==> src/rtl/if_stage_pkg.sv <==
// rtl/if_stage_pkg.sv - shared types and constants for the instruction fetch stage
//
// Contents:
//   NOP_INST        instruction presented to decode when nothing is valid
//   DROP_CNT_W      width of the stale-response drop counter
//   fb_state_e      fetch buffer entry state (EMPTY / PENDING / VALID)
//   if_stage_out_t  {inst, pc} pair handed to decode
package if_stage_pkg;

  localparam int unsigned IF_DATA_W  = 32;
  localparam int unsigned IF_ADDR_W  = 32;
  localparam int unsigned DROP_CNT_W = 16;

  localparam logic [31:0] NOP_INST = 32'h0000_0013;

  typedef enum logic [1:0] {
    EMPTY   = 2'd0,
    PENDING = 2'd1,
    VALID   = 2'd2
  } fb_state_e;

  typedef struct packed {
    logic [IF_DATA_W-1:0] inst;
    logic [IF_ADDR_W-1:0] pc;
  } if_stage_out_t;

endpackage

==> src/rtl/if_stage_fetch_buf.sv <==
// rtl/if_stage_fetch_buf.sv - in-order ring buffer of outstanding and returned fetches
//
// Ports:
//   clk, arst_n     clock, asynchronous active-low reset
//   i_flush         empty every entry and reset all pointers (highest priority)
//   i_alloc         claim the entry at the alloc pointer as PENDING with i_alloc_pc
//   o_alloc_empty   entry at the alloc pointer is EMPTY (a request may be issued)
//   i_fill          response arrived; completes the oldest PENDING entry with i_fill_data
//   i_pop           retire the head entry
//   o_head_*        head entry state/contents
//   o_pending_cnt   number of PENDING entries
//   o_valid_cnt     number of VALID entries (only with IF_PERF_CNT_EN)
module fetch_buf
  import if_stage_pkg::*;
#(
  parameter int unsigned DATA_WIDTH = 32,
  parameter int unsigned ADDR_WIDTH = 32,
  parameter int unsigned BUF_DEPTH  = 4
) (
  input  logic                        clk,
  input  logic                        arst_n,
  input  logic                        i_flush,
  input  logic                        i_alloc,
  input  logic [ADDR_WIDTH-1:0]       i_alloc_pc,
  output logic                        o_alloc_empty,
  input  logic                        i_fill,
  input  logic [DATA_WIDTH-1:0]       i_fill_data,
  input  logic                        i_pop,
  output logic                        o_head_valid,
  output logic [DATA_WIDTH-1:0]       o_head_inst,
  output logic [ADDR_WIDTH-1:0]       o_head_pc,
  output logic [$clog2(BUF_DEPTH):0]  o_pending_cnt
`ifdef IF_PERF_CNT_EN
  ,
  output logic [$clog2(BUF_DEPTH):0]  o_valid_cnt
`endif
);

  localparam int unsigned PTR_W = $clog2(BUF_DEPTH);
  localparam int unsigned CNT_W = PTR_W + 1;

  fb_state_e             r_state [BUF_DEPTH];
  logic [ADDR_WIDTH-1:0] r_pc    [BUF_DEPTH];
  logic [DATA_WIDTH-1:0] r_inst  [BUF_DEPTH];
  logic [PTR_W-1:0]      r_head;
  logic [PTR_W-1:0]      r_alloc;
  logic [PTR_W-1:0]      r_fill;
  logic                  w_fill_hit;
  logic [CNT_W-1:0]      w_pend_cnt;

  // Entries are allocated and filled in order, so the PENDING entries form a
  // contiguous run starting at r_fill. If r_fill is not PENDING, nothing is
  // outstanding and a response is ignored.
  assign w_fill_hit    = i_fill && (r_state[r_fill] == PENDING);
  assign o_alloc_empty = (r_state[r_alloc] == EMPTY);
  assign o_head_valid  = (r_state[r_head] == VALID);
  assign o_head_inst   = r_inst[r_head];
  assign o_head_pc     = r_pc[r_head];
  assign o_pending_cnt = w_pend_cnt;

  always_comb begin
    w_pend_cnt = '0;
    for (int i = 0; i < int'(BUF_DEPTH); i++) begin
      if (r_state[i] == PENDING) w_pend_cnt = w_pend_cnt + CNT_W'(1);
    end
  end

`ifdef IF_PERF_CNT_EN
  always_comb begin
    o_valid_cnt = '0;
    for (int i = 0; i < int'(BUF_DEPTH); i++) begin
      if (r_state[i] == VALID) o_valid_cnt = o_valid_cnt + CNT_W'(1);
    end
  end
`endif

  // Alloc, fill and pop always target different entries (EMPTY, PENDING and
  // VALID respectively), so they can all update in the same cycle.
  always_ff @(posedge clk or negedge arst_n) begin
    if (!arst_n) begin
      for (int i = 0; i < int'(BUF_DEPTH); i++) begin
        r_state[i] <= EMPTY;
        r_pc[i]    <= '0;
        r_inst[i]  <= '0;
      end
      r_head  <= '0;
      r_alloc <= '0;
      r_fill  <= '0;
    end else if (i_flush) begin
      for (int i = 0; i < int'(BUF_DEPTH); i++) begin
        r_state[i] <= EMPTY;
      end
      r_head  <= '0;
      r_alloc <= '0;
      r_fill  <= '0;
    end else begin
      if (i_alloc) begin
        r_state[r_alloc] <= PENDING;
        r_pc[r_alloc]    <= i_alloc_pc;
        r_alloc          <= r_alloc + PTR_W'(1);
      end
      if (w_fill_hit) begin
        r_state[r_fill] <= VALID;
        r_inst[r_fill]  <= i_fill_data;
        r_fill          <= r_fill + PTR_W'(1);
      end
      if (i_pop) begin
        r_state[r_head] <= EMPTY;
        r_head          <= r_head + PTR_W'(1);
      end
    end
  end

endmodule

==> src/rtl/if_stage.sv <==
// rtl/if_stage.sv - instruction fetch stage: PC, fetch requests, response buffering, redirects
//
// Optional feature macro: IF_PERF_CNT_EN (adds perf_fetched / perf_flushed)
//
// Ports:
//   clk, arst_n                        clock, asynchronous active-low reset
//   imem_req_valid/ready/addr          fetch request channel to instruction memory
//   imem_rsp_valid/data                in-order responses, always accepted
//   redirect_valid/pc                  control-flow redirect from execute
//   id_ready                           decode accepts an instruction
//   if_valid/if_inst/if_pc             instruction and its pc towards decode
//   perf_fetched/perf_flushed          delivered / discarded fetch counters (IF_PERF_CNT_EN)
module if_stage
  import if_stage_pkg::*;
#(
  parameter int unsigned           DATA_WIDTH = 32,
  parameter int unsigned           ADDR_WIDTH = 32,
  parameter logic [ADDR_WIDTH-1:0] RESET_PC   = '0,
  parameter int unsigned           BUF_DEPTH  = 4
) (
  input  logic                  clk,
  input  logic                  arst_n,
  output logic                  imem_req_valid,
  input  logic                  imem_req_ready,
  output logic [ADDR_WIDTH-1:0] imem_req_addr,
  input  logic                  imem_rsp_valid,
  input  logic [DATA_WIDTH-1:0] imem_rsp_data,
  input  logic                  redirect_valid,
  input  logic [ADDR_WIDTH-1:0] redirect_pc,
  input  logic                  id_ready,
  output logic                  if_valid,
  output logic [DATA_WIDTH-1:0] if_inst,
  output logic [ADDR_WIDTH-1:0] if_pc
`ifdef IF_PERF_CNT_EN
  ,
  output logic [31:0]           perf_fetched,
  output logic [31:0]           perf_flushed
`endif
);

  localparam int unsigned CNT_W = $clog2(BUF_DEPTH) + 1;

  logic [ADDR_WIDTH-1:0] r_pc;
  logic [DROP_CNT_W-1:0] r_drop_cnt;

  logic                  w_alloc_empty;
  logic                  w_req_fire;
  logic                  w_head_valid;
  logic [DATA_WIDTH-1:0] w_head_inst;
  logic [ADDR_WIDTH-1:0] w_head_pc;
  logic [CNT_W-1:0]      w_pend_cnt;
  logic                  w_pop;
  logic                  w_rsp_drop;
  logic                  w_fill;
  logic                  w_redir_discard;
  logic [DROP_CNT_W-1:0] w_drop_next;
  logic                  w_unused_pc_lsb;
`ifdef IF_PERF_CNT_EN
  logic [CNT_W-1:0]      w_valid_cnt;
`endif

  // Redirect targets are forced word aligned; the low bits are dropped.
  assign w_unused_pc_lsb = ^redirect_pc[1:0];

  // Reset gates the request so nothing is offered to memory while the
  // buffer is held empty by reset.
  assign imem_req_valid = arst_n && !redirect_valid && w_alloc_empty;
  assign imem_req_addr  = r_pc;
  assign w_req_fire     = imem_req_valid && imem_req_ready;

  assign if_valid = w_head_valid && !redirect_valid;
  assign if_inst  = if_valid ? w_head_inst : DATA_WIDTH'(NOP_INST);
  assign if_pc    = if_valid ? w_head_pc : '0;
  assign w_pop    = if_valid && id_ready;

  // While stale fetches from before a redirect are still outstanding, the
  // next responses belong to them and are swallowed by the drop counter.
  assign w_rsp_drop = imem_rsp_valid && (r_drop_cnt != '0);
  assign w_fill     = imem_rsp_valid && (r_drop_cnt == '0) && !redirect_valid;

  // On redirect every PENDING entry becomes a stale response still to come.
  // A response arriving in the redirect cycle itself is thrown away and
  // retires one of those outstanding fetches (either an old stale one or the
  // oldest PENDING entry); with nothing outstanding it is simply ignored.
  assign w_redir_discard = imem_rsp_valid && ((r_drop_cnt != '0) || (w_pend_cnt != '0));
  assign w_drop_next     = r_drop_cnt + DROP_CNT_W'(w_pend_cnt) - DROP_CNT_W'(w_redir_discard);

  fetch_buf #(
    .DATA_WIDTH (DATA_WIDTH),
    .ADDR_WIDTH (ADDR_WIDTH),
    .BUF_DEPTH  (BUF_DEPTH)
  ) u_fetch_buf (
    .clk           (clk),
    .arst_n        (arst_n),
    .i_flush       (redirect_valid),
    .i_alloc       (w_req_fire),
    .i_alloc_pc    (r_pc),
    .o_alloc_empty (w_alloc_empty),
    .i_fill        (w_fill),
    .i_fill_data   (imem_rsp_data),
    .i_pop         (w_pop),
    .o_head_valid  (w_head_valid),
    .o_head_inst   (w_head_inst),
    .o_head_pc     (w_head_pc),
    .o_pending_cnt (w_pend_cnt)
`ifdef IF_PERF_CNT_EN
    ,
    .o_valid_cnt   (w_valid_cnt)
`endif
  );

  always_ff @(posedge clk or negedge arst_n) begin
    if (!arst_n) begin
      r_pc       <= RESET_PC;
      r_drop_cnt <= '0;
    end else if (redirect_valid) begin
      r_pc       <= {redirect_pc[ADDR_WIDTH-1:2], 2'b00};
      r_drop_cnt <= w_drop_next;
    end else begin
      if (w_req_fire) r_pc <= r_pc + ADDR_WIDTH'(4);
      if (w_rsp_drop) r_drop_cnt <= r_drop_cnt - DROP_CNT_W'(1);
    end
  end

`ifdef IF_PERF_CNT_EN
  logic [31:0] r_perf_fetched;
  logic [31:0] r_perf_flushed;

  // Each lost fetch is counted once: VALID entries when flushed, PENDING
  // entries when their response is discarded.
  always_ff @(posedge clk or negedge arst_n) begin
    if (!arst_n) begin
      r_perf_fetched <= '0;
      r_perf_flushed <= '0;
    end else begin
      if (w_pop) r_perf_fetched <= r_perf_fetched + 32'd1;
      if (redirect_valid) begin
        r_perf_flushed <= r_perf_flushed + 32'(w_valid_cnt) + 32'(w_redir_discard);
      end else if (w_rsp_drop) begin
        r_perf_flushed <= r_perf_flushed + 32'd1;
      end
    end
  end

  assign perf_fetched = r_perf_fetched;
  assign perf_flushed = r_perf_flushed;
`endif

endmodule

==> config.mk <==
export PLATFORM = sky130hd
export DESIGN_NAME = if_stage
export DESIGN_NICKNAME = d
export VERILOG_FILES = /design/src/rtl/if_stage_pkg.sv /design/src/rtl/if_stage_fetch_buf.sv /design/src/rtl/if_stage.sv
export SDC_FILE = /design/constraint.sdc
export NUM_CORES = 1
export LEC_CHECK = 0
export BUFFER_PORTS_ARGS = -buffer_cell sky130_fd_sc_hd__buf_2
export CAP_MARGIN = 40
export CORE_MARGIN = 4
export CORE_UTILIZATION = 57
export CTS_BUF_LIST = sky130_fd_sc_hd__clkbuf_8
export DETAILED_ROUTE_END_ITERATION = 7
export PLACE_DENSITY = 0.84
export SYNTH_ARGS = -nofsm -noshare
export SYNTH_HDL_FRONTEND = slang
export SYNTH_SLANG_ARGS = --single-unit
==> constraint.sdc <==
create_clock -name clk -period 4.2 [get_ports clk]
set_input_delay 0.21 -clock clk [delete_from_list [all_inputs] [get_ports clk]]
set_output_delay 0.21 -clock clk [all_outputs]
set_load 0.02 [all_outputs]
==> run_results.csv <==
group,metric,value,unit
route,final_antenna_net_count,0,
place,io_buffers,161,
clocking,h-tree-depth,2,
logic_synthesis,ys.flop_type,"dfrtp_1",
timing,max_freq,0.251,GHz
timing,min_period_over_period,94.8,%
critical_path,required,4.62,ns
timing,fin_crit,3.98,ns
place,placed_cell_area,0.0174,mm2
grt,grt_pass1_vias,11800,
timing,setup_violations,0,
hold_path,min_path_type,"primary input to register",
logic_synthesis,yosysSeqAreaShare,46.9,%
layout,final_util,68.1,%
grt,antenna_found_initial,3,
clocking,numCtsBuffers,50,
critical_path,critPathCaptureType,"register",
floorplan,start_util,58.5,%
clocking,post-cts-setup-buffers,0,
route,viasPerCell,5.98,
layout,drive_above_1_share,39.3,%
critical_path,crit_slowest_cell,"a2111o_1",
flow_run,maxCapViolations,0,
layout,fin_area,0.0191,mm2
timing,fin_tns_setup,0,ns
logic_synthesis,yosys_warnings,0,
power,vdd_drop_max,0.251,mV
clocking,cts.sinks,308,
critical_path,critical_path_class,"register to register",
floorplan,die_height,178,um
timing,slew_headroom,18.0,%
logic_synthesis,synth-seq-cells,308,
logic_synthesis,synth-async-reset-ratio,100,%
layout,layout_commonest_cell,"dfrtp_1",
timing,final.setup_skew,0.0348,ns
floorplan,row_count,61,
grt,grtUsageTotal,25.2,%
route,vias,11200,
route,finalWirelength,39700,um
logic_synthesis,syn_inst,1238,
timing,hold_violations,0,
floorplan,core,0.0281,mm2
route,drc,0,
logic_synthesis,synth_area,0.0164,mm2
route,avgRoutedWirePerCell,21.1,um
critical_path,worst_path_largest_cell_delay,0.43,ns
clocking,cts.root.buffer_cell,"clkbuf_8",
critical_path,worstPathArrival,4.40,ns
layout,final_nets,1579,
place,post-dp-hpwl,24100,um
floorplan,dieArea,0.0316,mm2
clocking,cts_buffer_depth,3,
route,drtPass1Iterations,5,
timing,slew_viol_final,0,
grt,grt_max_degree,85,
layout,syn_to_final_growth,16.4,%
power,power_leakage,9.16,nW
floorplan,die_x,178,um
logic_synthesis,synth_cell_types,60,
layout,final_cell_mix,"306 x dfrtp_1, 160 x buf_2, 138 x mux2_2",
route,drtIter0Drc,986,
grt,grt-ovfl-total,0,
timing,worstMarginPinSlew,1.20,ns
critical_path,path_cells,"or2b_2, inv_1, ha_2, xnor2_1, a21oi_2, a41oi_1, ha_1, inv_1, ha_1, fa_1, a21o_1, a2111o_1, a2111oi_4, o31ai_1, xor2_1, mux2i_1",
clocking,clk_pin_slew,0.07,ns
floorplan,io_pins,168,
critical_path,cp_max_fo,4,
timing,rsz0062_at_grt,"false",
logic_synthesis,postSynthAreaPerCell,13.3,um2
grt,grt_pass1_wl,63600,um
place,gp_congestion,0.908,
clocking,cts_tree,"done",
status,status,"finished clean",
clocking,clk_latency,0.59,ns
critical_path,cp-start-kind,"register",
logic_synthesis,synth_edf_count,0,
power,powerDensity,446,mW/mm2
[power by group]
group,internal (W),switching (W),total (W)
Combinational,0.00107,0.00123,0.00230
Sequential,0.00332,0.000255,0.00357
Clock,0.00143,0.00122,0.00265
[metrics by stage]
stage,total power (W),hold slack (ns),instances,worst slack (ns)
6_report,0.00853,0.0280,1877,0.219
5_1_grt,0.00898,0.00920,1877,0.0168
4_1_cts,0.00847,0.00609,1875,0.0680
3_5_place_dp,0.00577,0.0733,1720,0.0924
3_3_place_gp,0.00566,0.0697,1716,0.200
2_1_floorplan,0.00520,-0.0856,1241,0.427
[path summary, 6_finish.rpt]
path / from / endpoint / slack, ns / cells past startpoint
max in group asynchronous: arst_n / u_fetch_buf.r_pc[66] / 2.43 / 5
max: u_fetch_buf.r_state[5] / r_drop_cnt[14] / 0.22 / 16
min in group asynchronous: arst_n / u_fetch_buf.r_inst[84] / 0.09 / 2
min reg2reg: u_fetch_buf.r_pc[56] / u_fetch_buf.r_pc[56] / 0.50 / 1
max reg2reg: u_fetch_buf.r_state[5] / r_drop_cnt[14] / 0.22 / 16
min: id_ready / u_fetch_buf.r_head[0] / 0.03 / 3
[synthesized netlist by cell type, types with 7 or more instances]
| master | number | area, um2 |
|---|---|---|
| inv_1 | 46 | 173 |
| nand2_1 | 63 | 236 |
| and3_1 | 15 | 93.8 |
| o21ai_0 | 32 | 160 |
| buf_12 | 8 | 160 |
| nand3_1 | 15 | 75.1 |
| nand2b_1 | 8 | 50.1 |
| mux2_4 | 112 | 1680 |
| clkbuf_1 | 37 | 139 |
| nor2_1 | 33 | 124 |
| nand4_1 | 7 | 43.8 |
| o311ai_0 | 10 | 87.6 |
| nor2b_1 | 9 | 56.3 |
| dfrtp_1 | 308 | 7710 |
| xnor2_1 | 20 | 175 |
| nor3_1 | 15 | 75.1 |
| a31oi_1 | 7 | 43.8 |
| mux4_2 | 64 | 1440 |
| buf_2 | 18 | 90.1 |
| ha_1 | 51 | 638 |
| mux2_2 | 138 | 1550 |
| o211ai_1 | 11 | 82.6 |
| and2_1 | 62 | 388 |
| nor4_1 | 7 | 43.8 |
| a21oi_1 | 29 | 145 |
| xor2_1 | 11 | 96.3 |
[cells by family (layout without fill, tap and decap cells)]
group | after synthesis | count (layout) | synth area share [%]
other | 1 | 6 | 0.0228
and+or+nand+nor | 263 | 263 | 8.65
adders and majority gates | 52 | 52 | 4.01
xor gates and xnor gates | 31 | 31 | 1.65
buffers and inverters | 129 | 385 | 4.52
muxes | 319 | 319 | 28.8
DFF | 308 | 308 | 46.9
AOI/OAI and AO/OA | 135 | 135 | 5.45
[sequential cells by signal, indices dropped and copies added (netlist names)]
name	cells
u_fetch_buf.r_alloc	2
u_fetch_buf.r_head	2
r_drop_cnt	16
u_fetch_buf.r_fill	2
u_fetch_buf.r_pc	120
u_fetch_buf.r_state	8
u_fetch_buf.r_inst	128
imem_req_addr	30
[worst max-delay path: cells and delay by family (launching register included)]
kind	cells	cell delay (ns)
AO/OA/AOI/OAI	6	1.38
adder cells (fa/ha/maj)	4	1.23
XOR/XNOR	2	0.29
flip-flops	1	0.40
buffers and inverters	2	0.15
AND/OR/NAND/NOR	1	0.32
multiplexers	1	0.08
[routing by layer]
layer | wire length (um) | GRT usage [%] | vias to the layer above
li1 | - | - | 4912
met1 | 16200 | 33.2 | 5735
met2 | 19500 | 41.8 | 474
met3 | 2710 | 5.09 | 110
met4 | 1340 | 9.15 | 2
met5 | 7 | 0 | -
[what timing repair did]
item / CTS / global route
hold endpoints to repair: 220 / 0
hold buffers: 63 / 0
setup endpoints to repair: 0 / 1
gates resized for setup: 0 / 5
[cell type report]
type,instances,area [um2]
antenna,2,5.00
tap,378,473
clock buffer,64,881
clock inverter,28,153
multi-input combinational,804,8030
sequential,308,7710
timing repair buffer,247,1700
fill,1877,8970
inverter,46,173
(Power assumes the default switching activity.)
